## config.mk

```make
export PLATFORM = sky130hd
export DESIGN_NAME = branch_target_buffer
export DESIGN_NICKNAME = d
export VERILOG_FILES = /design/src/rtl/branch_target_buffer.sv
export SDC_FILE = /design/constraint.sdc
export NUM_CORES = 2
export LEC_CHECK = 0
export ABC_AREA = 1
export CAP_MARGIN = 20
export CORE_MARGIN = 10
export CORE_UTILIZATION = 45
export DETAILED_ROUTE_END_ITERATION = 12
export PLACE_DENSITY = 0.58
export SETUP_SLACK_MARGIN = 0.5
export SLEW_MARGIN = 40
export SYNTH_ARGS = -nofsm -noshare
export SYNTH_HDL_FRONTEND = slang
export SYNTH_SLANG_ARGS = --single-unit
```

## constraint.sdc

```tcl
create_clock -name btb_clk -period 80.3 [get_ports btb_clk]
set_input_delay 12.045 -clock btb_clk [delete_from_list [all_inputs] [get_ports btb_clk]]
set_output_delay 12.045 -clock btb_clk [all_outputs]
set_load 0.01 [all_outputs]
```

## src/rtl/branch_target_buffer.sv

```systemverilog
// Direct-mapped branch target buffer with a serialized update path.
//
// Lookup is purely combinational against the table contents as of the last
// clock edge. Updates from the execute stage are accepted in IDLE, then walk
// through READ (current counter offered to the external 2-bit counter FSM)
// and WRITE (returned counter, and target if needed, written back).
//
// Ports:
//   btb_clk, btb_rst              clock, asynchronous active-high reset
//   btb_fetch_pc                  fetch PC to look up
//   btb_hit / btb_predict_taken   lookup result and predicted direction
//   btb_predicted_target          stored target on hit, zero otherwise
//   btb_update_valid/ready        resolved-branch handshake (ready only in IDLE)
//   btb_update_pc/taken/target    resolved branch information
//   btb_flush                     synchronous invalidate-all, aborts updates
//   btb_fsm_branch_taken          direction offered to the counter FSM (READ)
//   btb_fsm_current_prediction    counter offered to the counter FSM (READ)
//   btb_fsm_new_prediction        updated counter from the FSM (used in WRITE)
module branch_target_buffer #(
    parameter int BTB_INDEX_BITS = 4
) (
    input  logic        btb_clk,
    input  logic        btb_rst,
    input  logic [31:0] btb_fetch_pc,
    output logic        btb_hit,
    output logic        btb_predict_taken,
    output logic [31:0] btb_predicted_target,
    input  logic        btb_update_valid,
    output logic        btb_update_ready,
    input  logic [31:0] btb_update_pc,
    input  logic        btb_update_taken,
    input  logic [31:0] btb_update_target,
    input  logic        btb_flush,
    output logic        btb_fsm_branch_taken,
    output logic [1:0]  btb_fsm_current_prediction,
    input  logic [1:0]  btb_fsm_new_prediction
);

    localparam int ENTRIES = 1 << BTB_INDEX_BITS;
    localparam int TAG_W   = 30 - BTB_INDEX_BITS;

    typedef enum logic [1:0] {
        IDLE,
        READ,
        WRITE
    } state_t;

    state_t state;

    logic [ENTRIES-1:0] valid_mem;
    logic [TAG_W-1:0]   tag_mem    [ENTRIES];
    logic [31:0]        target_mem [ENTRIES];
    logic [1:0]         ctr_mem    [ENTRIES];

    // Update data captured at the accept edge
    logic [BTB_INDEX_BITS-1:0] upd_index;
    logic [TAG_W-1:0]          upd_tag;
    logic                      upd_taken;
    logic [31:0]               upd_target;
    logic                      upd_hit;

    logic [BTB_INDEX_BITS-1:0] fetch_index;
    logic [TAG_W-1:0]          fetch_tag;
    logic [BTB_INDEX_BITS-1:0] in_index;
    logic [TAG_W-1:0]          in_tag;
    logic                      in_hit;
    logic                      unused_pc_bits;

    assign fetch_index = btb_fetch_pc[BTB_INDEX_BITS+1:2];
    assign fetch_tag   = btb_fetch_pc[31:BTB_INDEX_BITS+2];
    assign in_index    = btb_update_pc[BTB_INDEX_BITS+1:2];
    assign in_tag      = btb_update_pc[31:BTB_INDEX_BITS+2];
    assign in_hit      = valid_mem[in_index] && (tag_mem[in_index] == in_tag);

    // Byte offset within the instruction word plays no part in indexing
    assign unused_pc_bits = ^{btb_fetch_pc[1:0], btb_update_pc[1:0]};

    assign btb_hit              = valid_mem[fetch_index] && (tag_mem[fetch_index] == fetch_tag);
    assign btb_predict_taken    = btb_hit && ctr_mem[fetch_index][1];
    assign btb_predicted_target = btb_hit ? target_mem[fetch_index] : '0;
    assign btb_update_ready     = (state == IDLE);

    always_ff @(posedge btb_clk or posedge btb_rst) begin
        if (btb_rst) begin
            state                      <= IDLE;
            valid_mem                  <= '0;
            for (int unsigned i = 0; i < ENTRIES; i++) begin
                tag_mem[i]    <= '0;
                target_mem[i] <= '0;
                ctr_mem[i]    <= 2'b01;
            end
            upd_index                  <= '0;
            upd_tag                    <= '0;
            upd_taken                  <= 1'b0;
            upd_target                 <= '0;
            upd_hit                    <= 1'b0;
            btb_fsm_branch_taken       <= 1'b0;
            btb_fsm_current_prediction <= 2'b00;
        end else if (btb_flush) begin
            // Flush beats both a pending accept and a pending WRITE; counters
            // and targets are deliberately left in place.
            state                      <= IDLE;
            valid_mem                  <= '0;
            btb_fsm_branch_taken       <= 1'b0;
            btb_fsm_current_prediction <= 2'b00;
        end else begin
            case (state)
                IDLE: begin
                    if (btb_update_valid) begin
                        upd_index  <= in_index;
                        upd_tag    <= in_tag;
                        upd_taken  <= btb_update_taken;
                        upd_target <= btb_update_target;
                        upd_hit    <= in_hit;
                        // FSM-facing outputs are registered so they are
                        // already valid throughout READ.
                        btb_fsm_branch_taken       <= btb_update_taken;
                        btb_fsm_current_prediction <= in_hit ? ctr_mem[in_index] : 2'b01;
                        state <= READ;
                    end
                end
                READ: begin
                    btb_fsm_branch_taken       <= 1'b0;
                    btb_fsm_current_prediction <= 2'b00;
                    state                      <= WRITE;
                end
                WRITE: begin
                    if (upd_hit) begin
                        ctr_mem[upd_index] <= btb_fsm_new_prediction;
                        if (upd_taken) begin
                            target_mem[upd_index] <= upd_target;
                        end
                    end else if (upd_taken) begin
                        valid_mem[upd_index]  <= 1'b1;
                        tag_mem[upd_index]    <= upd_tag;
                        target_mem[upd_index] <= upd_target;
                        ctr_mem[upd_index]    <= btb_fsm_new_prediction;
                    end
                    state <= IDLE;
                end
                default: state <= IDLE;
            endcase
        end
    end

endmodule
```

==> flow_summary.json <==
{
  "status": "finished clean",
  "dpl_cell_area_sq_mm": 0.0544,
  "cts_root_buffer": "clkbuf_16",
  "pwr-share-clk": 0.430,
  "netlist_instances": 6709,
  "rsz0062_at_grt": "false",
  "grt.overflow.total": 0,
  "cts_max_level": 3,
  "mostFrequentLayoutCells": "1783 x nand2_1, 1373 x o21ai_0, 1029 x dfrtp_1",
  "routabilityCongestion": 0.831,
  "track_usage": 0.252,
  "ys_seq_area_frac": 0.498,
  "relSlewSlack": 0.385,
  "yosys.area.top_type": "dfrtp_1",
  "ir_drop_v": 0.0000240,
  "portBuffers": 136,
  "cts_resized": 0,
  "report.final.hold_viol_count": 0,
  "cts.path.max_buffers": 3,
  "antenna_left": 0,
  "grt_antenna_before_repair": 0,
  "grt_pass1_vias": 42000,
  "ys_ff_latch": 1045,
  "fin_tns_setup_ps": 0,
  "final_common_cell": "nand2_1",
  "viasPerCell": 5.55,
  "grt_pass1_wl_mm": 259,
  "path_common_cell": "buf_4",
  "synth.cell_area_sq_mm": 0.0525,
  "synth_area_per_cell_sq_um": 7.83,
  "slowest_stage": "buf_4",
  "vias": 45300,
  "critPathArrivalTime_ps": 16440,
  "finalSetupViolCount": 0,
  "die_area_sq_mm": 0.131,
  "crit_family": "buffers and inverters",
  "clkLatencyLatePin_ps": 740,
  "antennaDiodeCount": 0,
  "drc": 0,
  "fp.dieH_microns": 362,
  "path_clk_slew_ps": 50,
  "fill_cells": 11300,
  "p_seq_frac": 0.454,
  "endpoint_kind": "output pin",
  "cts_hold_buf": 0,
  "yosysTopAreaCellShare": 0.490,
  "ys_top_cells_by_area": "dfrtp_1 49%, o21ai_0 13%, nand2_1 13%, nand3_1 4.6%, inv_1 3.8%",
  "p_sw_frac": 0.277,
  "drt_iter0_markers": 5050,
  "crit_chain": "buf_8 > buf_4 > buf_4 > a21oi_1 > o21ai_0 > nand3_1 > nand3_1 > nand2_1 > o21ai_0 > nor2_1 > nand2_1 > nor2_1 > nand2_2 > buf_4 > nor3_1 > clkdlybuf4s50_1",
  "critPathMaxFanout": 84,
  "wire_per_inst_microns": 20.5,
  "drive_above_1_share": 0.0693,
  "fin_crit_ps": 28480,
  "worst_pin_slew_ps": 922,
  "cp.required_ps": 68250,
  "slew_viol_final": 0,
  "cts_buffers": 117,
  "skew_ps": 44.8,
  "fin_area_sq_mm": 0.0585,
  "p_leak_uw": 0.0264,
  "dp_hpwl_mm": 91.6,
  "crit_type": "in2out",
  "fmax_mhz": 35.1,
  "grt_max_degree": 211,
  "yosysWarnings": 0,
  "cts.sinks": 1045,
  "powerDensity_mw_per_mm2": 21.1,
  "synth_cell_types": 31,
  "syn-num-nets": 6812,
  "critPathBufInv": 5,
  "io_pins": 141,
  "cts_tree": "yes",
  "fp.coreArea_sq_mm": 0.116,
  "cpPeakStageDelay_ps": 710,
  "switchingPower_uw": 342,
  "postCtsSetupBuffers": 0,
  "start_util": 0.453,
  "cp-start-kind": "input port",
  "p_int_uw": 895,
  "fin_nets": 6627,
  "dr.pass1.iters": 6,
  "syn2layout_area_growth_pct": 11.4,
  "fp.dieW_microns": 362,
  "timing.final.crit_share": 0.355,
  "maxCapViolCount": 0,
  "std_cell_rows": 125,
  "comb_power_share": 0.116,
  "drt_wl_total_mm": 167,
  "hp-class": "reg2reg"
}
## worst reg2reg max path, stage by stage (launching register included)
cell	delay (ps)
dfrtp_1	420
nor2_1	210
nand3_2	80
buf_4	260
buf_12	230
inv_2	530
buf_4	610
nand2_1	230
o21ai_0	120
## synthesized netlist by cell type
| cell type | number |
|---|---|
| o21ai_1 | 43 |
| o22ai_1 | 31 |
| buf_6 | 8 |
| clkinv_1 | 2 |
| mux2i_1 | 101 |
| nand3_2 | 1 |
| a21o_1 | 3 |
| nand2_1 | 1816 |
| nand3b_1 | 3 |
| dfstp_2 | 16 |
| buf_2 | 128 |
| xor2_1 | 2 |
| o221ai_1 | 1 |
| buf_1 | 39 |
| or2_2 | 29 |
| nor2_1 | 163 |
| a21oi_1 | 275 |
| nor3_1 | 6 |
| dfrtp_1 | 1029 |
| inv_2 | 3 |
| nand4_1 | 2 |
| o21ai_0 | 1373 |
| buf_4 | 23 |
| a221oi_1 | 1 |
| nor3_2 | 29 |
| o211ai_1 | 164 |
| clkbuf_1 | 338 |
| inv_1 | 529 |
| mux2_2 | 56 |
| nand3_1 | 488 |
| a31oi_1 | 7 |
## stage by stage
stage / worst slack [ps] / utilization / hold WS, ps / instances / total power, uW
after floorplan: 38870 / - / 448 / 6709 / 668
after global placement: 51480 / 0.468 / 461 / 7915 / 711
after detailed placement: 51740 / 0.469 / 468 / 7920 / 714
after CTS: 51740 / 0.502 / 482 / 8142 / 1250
after global routing: 51560 / 0.504 / 500 / 8151 / 1290
final: 51820 / 0.504 / 476 / 8151 / 1240
## layer usage
| layer | part of all wire | track usage | vias up | wire (microns) |
|---|---|---|---|---|
| li1 | - | - | 21700 | - |
| met1 | 0.46 | 0.364 | 21700 | 76300 |
| met2 | 0.44 | 0.388 | 1530 | 74000 |
| met3 | 0.070 | 0.0355 | 299 | 11700 |
| met4 | 0.031 | 0.0772 | 0 | 5250 |
| met5 | 0 | 0 | - | 0 |
## cell families (layout without fill, tap and decap cells)
family,count (synthesis),count (layout),synth area share
xor gates and xnor gates,2,2,0.000333
and+or+nand+nor,2537,2537,0.198
AOI/OAI and AO/OA,1898,1898,0.190
buffers and inverters,1070,988,0.0823
DFF,1045,1045,0.498
muxes,157,157,0.0312
## sequential cells by signal, indices dropped and copies added, names as in the netlist
name	flops
target_mem	512
tag_mem	416
ctr_mem	32
upd_target	32
upd_tag	26
valid_mem	16
upd_index	4
btb_fsm_current_prediction	2
state	2
btb_fsm_branch_taken	1
upd_hit	1
upd_taken	1
## worst paths after layout
| path | start | end | slack, ps | depth (start not counted) |
|---|---|---|---|---|
| max | btb_fetch_pc[3] | btb_predict_taken | 51820 | 16 |
| min | btb_fsm_current_prediction[0] | btb_fsm_current_prediction[0] | 480 | 2 |
| max reg2reg | state[1] | upd_target[15] | 77540 | 8 |
| min reg2reg | btb_fsm_current_prediction[0] | btb_fsm_current_prediction[0] | 480 | 2 |
| max in group asynchronous | btb_rst | target_mem[128] | 66080 | 5 |
| min in group asynchronous | btb_rst | upd_target[24] | 11840 | 2 |
## power groups by stage
stage          logic, uW  clock network, uW  registers, uW
3_5_place_dp         143                  0            571
5_1_grt              162                564            564
4_1_cts              144                543            561
3_3_place_gp         141                  0            570
2_1_floorplan       98.6                  0            569
6_report             144                532            562
## final cells by class
type / instances / area [sq um] / area share
repair buffers: 232 / 2450 / 0.0419
inverters: 534 / 2030 / 0.0347
flip-flops and latches: 1045 / 26200 / 0.447
clock buffers: 188 / 3500 / 0.0597
well taps: 1524 / 1910 / 0.0326
clock inverters: 34 / 345 / 0.00590
multi-input cells: 4594 / 22100 / 0.378
(Power assumes the default switching activity.)
